**src/rtl/mitm_relay_fifo.sv**
```systemverilog
// Relay FIFO: buffers words received on the real bus and replays them on a fake interface.
// Optional build macro MITM_RELAY_SUBST_EN swaps popped words equal to match_data for replace_data.
module mitm_relay_fifo #(
  parameter int unsigned NUM_DATA_BITS   = 8,
  parameter int unsigned FIFO_DEPTH_LOG2 = 4
) (
  input  logic                       sys_clk,
  input  logic                       rst_n,
  input  logic                       enable,
  input  logic                       recv_new_data,
  input  logic [NUM_DATA_BITS-1:0]   recv_data,
  input  logic [NUM_DATA_BITS-1:0]   match_data,
  input  logic [NUM_DATA_BITS-1:0]   replace_data,
  input  logic                       fake_send_ready,
  input  logic                       fake_send_done,
  output logic                       fake_select,
  output logic                       fake_keep_alive,
  output logic                       fake_send_start,
  output logic [NUM_DATA_BITS-1:0]   fake_send_data,
  output logic                       overflow,
  output logic [FIFO_DEPTH_LOG2:0]   fill_level
);

  localparam int unsigned Depth = 2 ** FIFO_DEPTH_LOG2;
  localparam logic [FIFO_DEPTH_LOG2:0] DepthCount = {1'b1, {FIFO_DEPTH_LOG2{1'b0}}};

  typedef enum logic [1:0] {StIdle, StLoad, StStart, StWait} state_e;

  state_e                       state_q, state_d;
  logic [NUM_DATA_BITS-1:0]     mem_q [Depth];
  logic [FIFO_DEPTH_LOG2-1:0]   wr_ptr_q, wr_ptr_d;
  logic [FIFO_DEPTH_LOG2-1:0]   rd_ptr_q, rd_ptr_d;
  logic [FIFO_DEPTH_LOG2:0]     count_q, count_d;
  logic                         overflow_q, overflow_d;
  logic [NUM_DATA_BITS-1:0]     data_q, data_d;
  logic [NUM_DATA_BITS-1:0]     pop_word;
  logic                         fifo_empty, fifo_full;
  logic                         push_req, push, pop, drop;
  logic                         start;

  assign fifo_empty = (count_q == '0);
  assign fifo_full  = (count_q == DepthCount);

  // LOAD is only entered with data available; the empty guard keeps the count from wrapping.
  assign pop      = enable && (state_q == StLoad) && !fifo_empty;
  assign push_req = enable && recv_new_data;
  assign push     = push_req && (!fifo_full || pop);
  assign drop     = push_req && fifo_full && !pop;

`ifdef MITM_RELAY_SUBST_EN
  assign pop_word = (mem_q[rd_ptr_q] == match_data) ? replace_data : mem_q[rd_ptr_q];
`else
  logic unused_subst;
  assign unused_subst = ^{match_data, replace_data};
  assign pop_word     = mem_q[rd_ptr_q];
`endif

  // FIFO bookkeeping; enable=0 empties the buffer synchronously.
  always_comb begin
    wr_ptr_d   = wr_ptr_q;
    rd_ptr_d   = rd_ptr_q;
    count_d    = count_q;
    overflow_d = overflow_q;
    data_d     = data_q;
    if (!enable) begin
      wr_ptr_d   = '0;
      rd_ptr_d   = '0;
      count_d    = '0;
      overflow_d = 1'b0;
    end else begin
      if (push) wr_ptr_d = wr_ptr_q + 1'b1;
      if (pop) begin
        rd_ptr_d = rd_ptr_q + 1'b1;
        data_d   = pop_word;
      end
      if (push && !pop) begin
        count_d = count_q + 1'b1;
      end else if (pop && !push) begin
        count_d = count_q - 1'b1;
      end
      if (drop) overflow_d = 1'b1;
    end
  end

  always_comb begin
    state_d = state_q;
    start   = 1'b0;
    unique case (state_q)
      StIdle: begin
        if (!fifo_empty) state_d = StLoad;
      end
      StLoad: begin
        state_d = StStart;
      end
      StStart: begin
        if (fake_send_ready) begin
          start   = 1'b1;
          state_d = StWait;
        end
      end
      StWait: begin
        if (fake_send_done) state_d = fifo_empty ? StIdle : StLoad;
      end
      default: state_d = StIdle;
    endcase
    if (!enable) begin
      state_d = StIdle;
      start   = 1'b0;
    end
  end

  always_ff @(posedge sys_clk or negedge rst_n) begin
    if (!rst_n) begin
      state_q    <= StIdle;
      wr_ptr_q   <= '0;
      rd_ptr_q   <= '0;
      count_q    <= '0;
      overflow_q <= 1'b0;
      data_q     <= '0;
    end else begin
      state_q    <= state_d;
      wr_ptr_q   <= wr_ptr_d;
      rd_ptr_q   <= rd_ptr_d;
      count_q    <= count_d;
      overflow_q <= overflow_d;
      data_q     <= data_d;
    end
  end

  // Storage carries no reset; validity is tracked by the pointers and count.
  always_ff @(posedge sys_clk) begin
    if (push) mem_q[wr_ptr_q] <= recv_data;
  end

  assign fake_send_start = start;
  assign fake_send_data  = data_q;
  assign fake_select     = enable && ((state_q != StIdle) || !fifo_empty);
  assign fake_keep_alive = enable && !fifo_empty;
  assign overflow        = overflow_q;
  assign fill_level      = count_q;

  count_bounded_a: assert property (@(posedge sys_clk) disable iff (!rst_n)
    count_q <= DepthCount);
  start_in_start_state_a: assert property (@(posedge sys_clk) disable iff (!rst_n)
    fake_send_start |-> (state_q == StStart));

endmodule

```
**config.mk**
```make
export PLATFORM = sky130hd
export DESIGN_NAME = mitm_relay_fifo
export DESIGN_NICKNAME = d
export VERILOG_FILES = /design/src/rtl/mitm_relay_fifo.sv
export SDC_FILE = /design/constraint.sdc
export NUM_CORES = 1
export LEC_CHECK = 0
export CAP_MARGIN = 10
export CORE_MARGIN = 2
export CORE_UTILIZATION = 55
export DETAILED_ROUTE_END_ITERATION = 10
export PLACE_DENSITY = 0.76
export SLEW_MARGIN = 20
export SYNTH_ARGS = -nofsm -noshare
export SYNTH_HDL_FRONTEND = slang
export SYNTH_SLANG_ARGS = --single-unit
export TNS_END_PERCENT = 50
```
**constraint.sdc**
```tcl
create_clock -name sys_clk -period 4.21 [get_ports sys_clk]
set_input_delay 0.6315 -clock sys_clk [delete_from_list [all_inputs] [get_ports sys_clk]]
set_output_delay 0.6315 -clock sys_clk [all_outputs]
set_load 0.1 [all_outputs]
```
==> results.txt <==
- Run status: completed
* GRT Total Usage: 22.09%
- Clock tree from TritonCTS: yes
- The number of hold-slack violations in the final timing report was 0.
* Via density per instance: 5.970
- Startpoint of the most critical hold path: fake_send_data[5]$_DFFE_PN0P_
* Number of synthesized flops with an enable pin: 128
* Setup repair after global routing missed its margin: no
- For this run, asynchronously set or reset flops after synthesis account for 15.79%.
- Final RePlAce weighted congestion: 0.8034
- Post-CTS Hold Buffers: 0
- Ports: 47
* Final Cycle Share: 75.62%
- For the worst setup path, the data required time is 4.48 ns.
- Counting distinct cell types in the post-synthesis netlist gives 41.
- The critical path in this run is classified as reg2reg.
- After clock tree synthesis, the clock-pin slew on the worst setup and hold paths is 0.06 ns.
* Proportion of synthesized chip area in sequential cells: 69.59%
* Number of cells after detailed placement: 529
* Signal arrival time at the worst endpoint: 3.46 ns
- Post-detailed-routing wire length: 12.69 mm
- Clock skew on the completed layout was measured at 0.008615 ns.
- Among all flip-flop cells after synthesis, the most frequent one is sky130_fd_sc_hd__edfxtp_1.
- Entering global routing, the biggest net connects 29 pins.
- Placeable core region: 11,370 µm²
* Cell mode on critical path: sky130_fd_sc_hd__a21o_1
- Summed over all layers, the global routing overflow is 0.
- Across the run, the number of max-cap violations was 0.
* Total DRC errors in the routed layout: 0
* Worst IR drop on VDD: 0.0004884 V
- In the synthesized netlist, the cells that appear most often are 128 x sky130_fd_sc_hd__edfxtp_1, 32 x sky130_fd_sc_hd__mux4_2, 24 x sky130_fd_sc_hd__dfrtp_1.
- Total non-filler cell area in the finished layout: 7492 µm²
* Setup_tns: 0 ns
- Total power for the finished layout comes to 4.583 mW.
- Worst-case hold path end point: fake_send_data[5]$_DFFE_PN0P_
* Slack of the worst reg-to-reg path: 1.03 ns
- The number of antenna diodes in the final layout is 0.
* Area added between synthesis and finish: 17.32%
* Met1 capacity usage during global routing: 28.53%
- Derived from the worst setup path, the maximum achievable clock frequency is 0.3141 GHz.
- In the final routed layout, each cell accounts on average for 22.65 µm.
* Mean instance size in the synthesized netlist: 17.69 µm²
- CTS Buf Count: 17
* Number of cells traversed by the worst hold path: 2
- Headroom to the max-slew limit: 34.17%
- End of the worst register-to-register path: fill_level[4]$_DFFE_PN0P_
* Syn Nets: 405
- Placement-stage cell area: 6902 µm²
* Pleak: 2.546 nW
- Count of buffers inserted at the top-level ports: 30
- Yosys instantiated no cell more often than sky130_fd_sc_hd__edfxtp_1.
- Crit-path max FO: 11
- Busiest grt layer: met2
- Worst hold slack across all endpoints: 0.5043 ns
- The worst register-to-register path has a depth of 8.
- Post CTS Setup Buffer Count: 0
- In the post-synthesis netlist, the biggest area contributors are sky130_fd_sc_hd__edfxtp_1 60%, sky130_fd_sc_hd__mux4_2 11%, sky130_fd_sc_hd__dfrtp_1 9.4%, sky130_fd_sc_hd__mux2i_1 3.3%, sky130_fd_sc_hd__ha_1 2.5%.
* Cell-by-cell trace of the critical path: nor4_4 > a21o_1 > nand3_1 > fa_1 > a21o_1 > a21oi_1 > mux2i_1 > a31oi_1
- The largest single stage delay on the critical path is 0.52 ns.
* Post-layout instance count excluding filler cells: 560
* Reg-to-Reg Start: fill_level[1]$_DFFE_PN0P_
- The initialized floorplan defines 39 standard-cell rows.
* Count of vias placed by the detailed router: 3,343
- Slew of the pin with the lowest slew margin: 0.9844 ns
* Number of violations reported at the end of detailed-routing iteration 0: 330
* Final-report max-slew violation count: 0
- Area share of the largest cell type after synthesis: 60.19%
* Vias in the first global route: 3,634
- Gates resized during post-CTS repair numbered 0.
- Final critical path time including I/O delays and setup: 3.183 ns
- Setup violations remaining at the end of the flow were counted as 0.
* Flop and latch count out of synthesis: 152
- Once the floorplan was initialized, standard cells occupied 56.17% of the core.
* Nature of the critical path endpoint: register
- The root buffer cell chosen for the clock tree is sky130_fd_sc_hd__clkbuf_16.
- Die Span X: 111.8 µm
- The wire-length estimate of the detail-placed layout is 8.063 mm.
* Insertion delay of the later-clocked pin in the worst-skew pair: 0.42 ns
* Post-synthesis cell count: 361
- Buffers from clock root to sink, at most: 2
* Critical path startpoint category: register
- For met3 alone, demand over resource in global routing was 5.934%.
- Global routing used 36.32% of the available met2 tracks.
* Fraction of final layout cells with drive strength greater than 1: 19.18%
- Wire length of the first global-routing pass: 20.06 mm
- Number of H-tree levels: 4
* Number of antenna-violating nets in the routed design: 0
- Crit path max-delay cell type: sky130_fd_sc_hd__nor4_4
* Dominant cell type by area after synthesis: sky130_fd_sc_hd__edfxtp_1
- Die outline area: 12,490 µm²
- From bottom edge to top edge, the die measures 111.8 µm.
* Power density over the cells: 611.7 nW/µm²
* Hold WC Path Type: reg2reg
- The first detailed-routing pass took 4 iterations.
- The number of antenna violations at the first check in global routing came to 0.
* Total of warnings raised by yosys: 0
- Mapped Area: 6386 µm²
- Clock sink total: 152
* Number of nets at the end of the flow: 449
## state kept, by name (all words and copies together) (netlist names)
signal and cells:
mem_q 128, state_q 2, rd_ptr_q 4, fake_send_data 8, overflow 1, fill_level 5, wr_ptr_q 4
## metal layers
metal / part of all wire, % / vias to the layer above
met5: 0 / -
met2: 52 / 114
met1: 40 / 1707
li1: - / 1505
met4: 2.0 / 0
met3: 6.5 / 17
## metrics by stage
stage	worst slack (ns)	util [%]
6_report	1.027	65.90
5_1_grt	0.7309	65.90
4_1_cts	0.9953	65.89
3_5_place_dp	0.9171	60.70
3_3_place_gp	0.9480	60.70
2_1_floorplan	0.4622	-
## worst max path at each step
stage | start | end | slack, ns | cells after the start
2_1_floorplan | fill_level[0]$_DFFE_PN0P_ | fake_select | 0.46 | 4
3_3_place_gp | enable | fill_level[4]$_DFFE_PN0P_ | 0.95 | 9
3_5_place_dp | enable | fill_level[4]$_DFFE_PN0P_ | 0.92 | 9
4_1_cts | fill_level[0]$_DFFE_PN0P_ | fill_level[4]$_DFFE_PN0P_ | 1.0 | 8
5_1_grt | fill_level[0]$_DFFE_PN0P_ | fill_level[4]$_DFFE_PN0P_ | 0.73 | 8
6_report | fill_level[1]$_DFFE_PN0P_ | fill_level[4]$_DFFE_PN0P_ | 1.03 | 8
## cells by family (layout without fill, tap and decap cells)
kind of cell    after synthesis  count (layout)  synth area share [%]
compound gates               35              35                 4.173
fa+ha+maj                    14              14                 2.861
mux                          56              56                 15.11
flops                       152             152                 69.59
xor+xnor                      7               7                0.9601
buf+inv                      31              87                 1.920
simple gates                 66              66                 5.388
## cell usage in the layout (no fill, tap or decap), drive strengths merged, types with 3 or more instances in the layout
| cell type | instances |
|---|---|
| dfrtp | 24 |
| a21o | 4 |
| nor4 | 5 |
| nand2b | 4 |
| o221ai | 8 |
| mux2i | 21 |
| edfxtp | 128 |
| clkinv | 8 |
| bufinv | 4 |
| xor2 | 3 |
| xnor2 | 4 |
| nand2 | 11 |
| nor2 | 20 |
| buf | 16 |
| nand3 | 6 |
| a211oi | 3 |
| clkdlybuf4s50 | 27 |
| a21oi | 6 |
| o21ai | 4 |
| mux4 | 32 |
| mux2 | 3 |
| inv | 13 |
| and2 | 9 |
| ha | 13 |
| clkbuf | 18 |
| o211ai | 4 |
## critical path, delay by kind of cell, from the launching register on
family	cells	cell delay [ns]
AO/OA/AOI/OAI	4	1.05
AND/OR/NAND/NOR	2	0.82
flip-flops	1	0.47
adder cells (fa/ha/maj)	1	0.47
multiplexers	1	0.22
## power breakdown
group	total, mW	switching, mW	internal (mW)
clock network	1.52	0.551	0.972
registers	1.89	0.169	1.72
logic	1.17	0.777	0.392
## area by class of cell
type,instances,area (µm²)
clock inverter,13,160.2
fill,786,3877
clock buffer,18,429.2
timing repair buffer,43,390.4
multi-input combinational,178,1838
tap,143,178.9
sequential,152,4447
inverter,13,48.80
(Power assumes the default switching activity.)
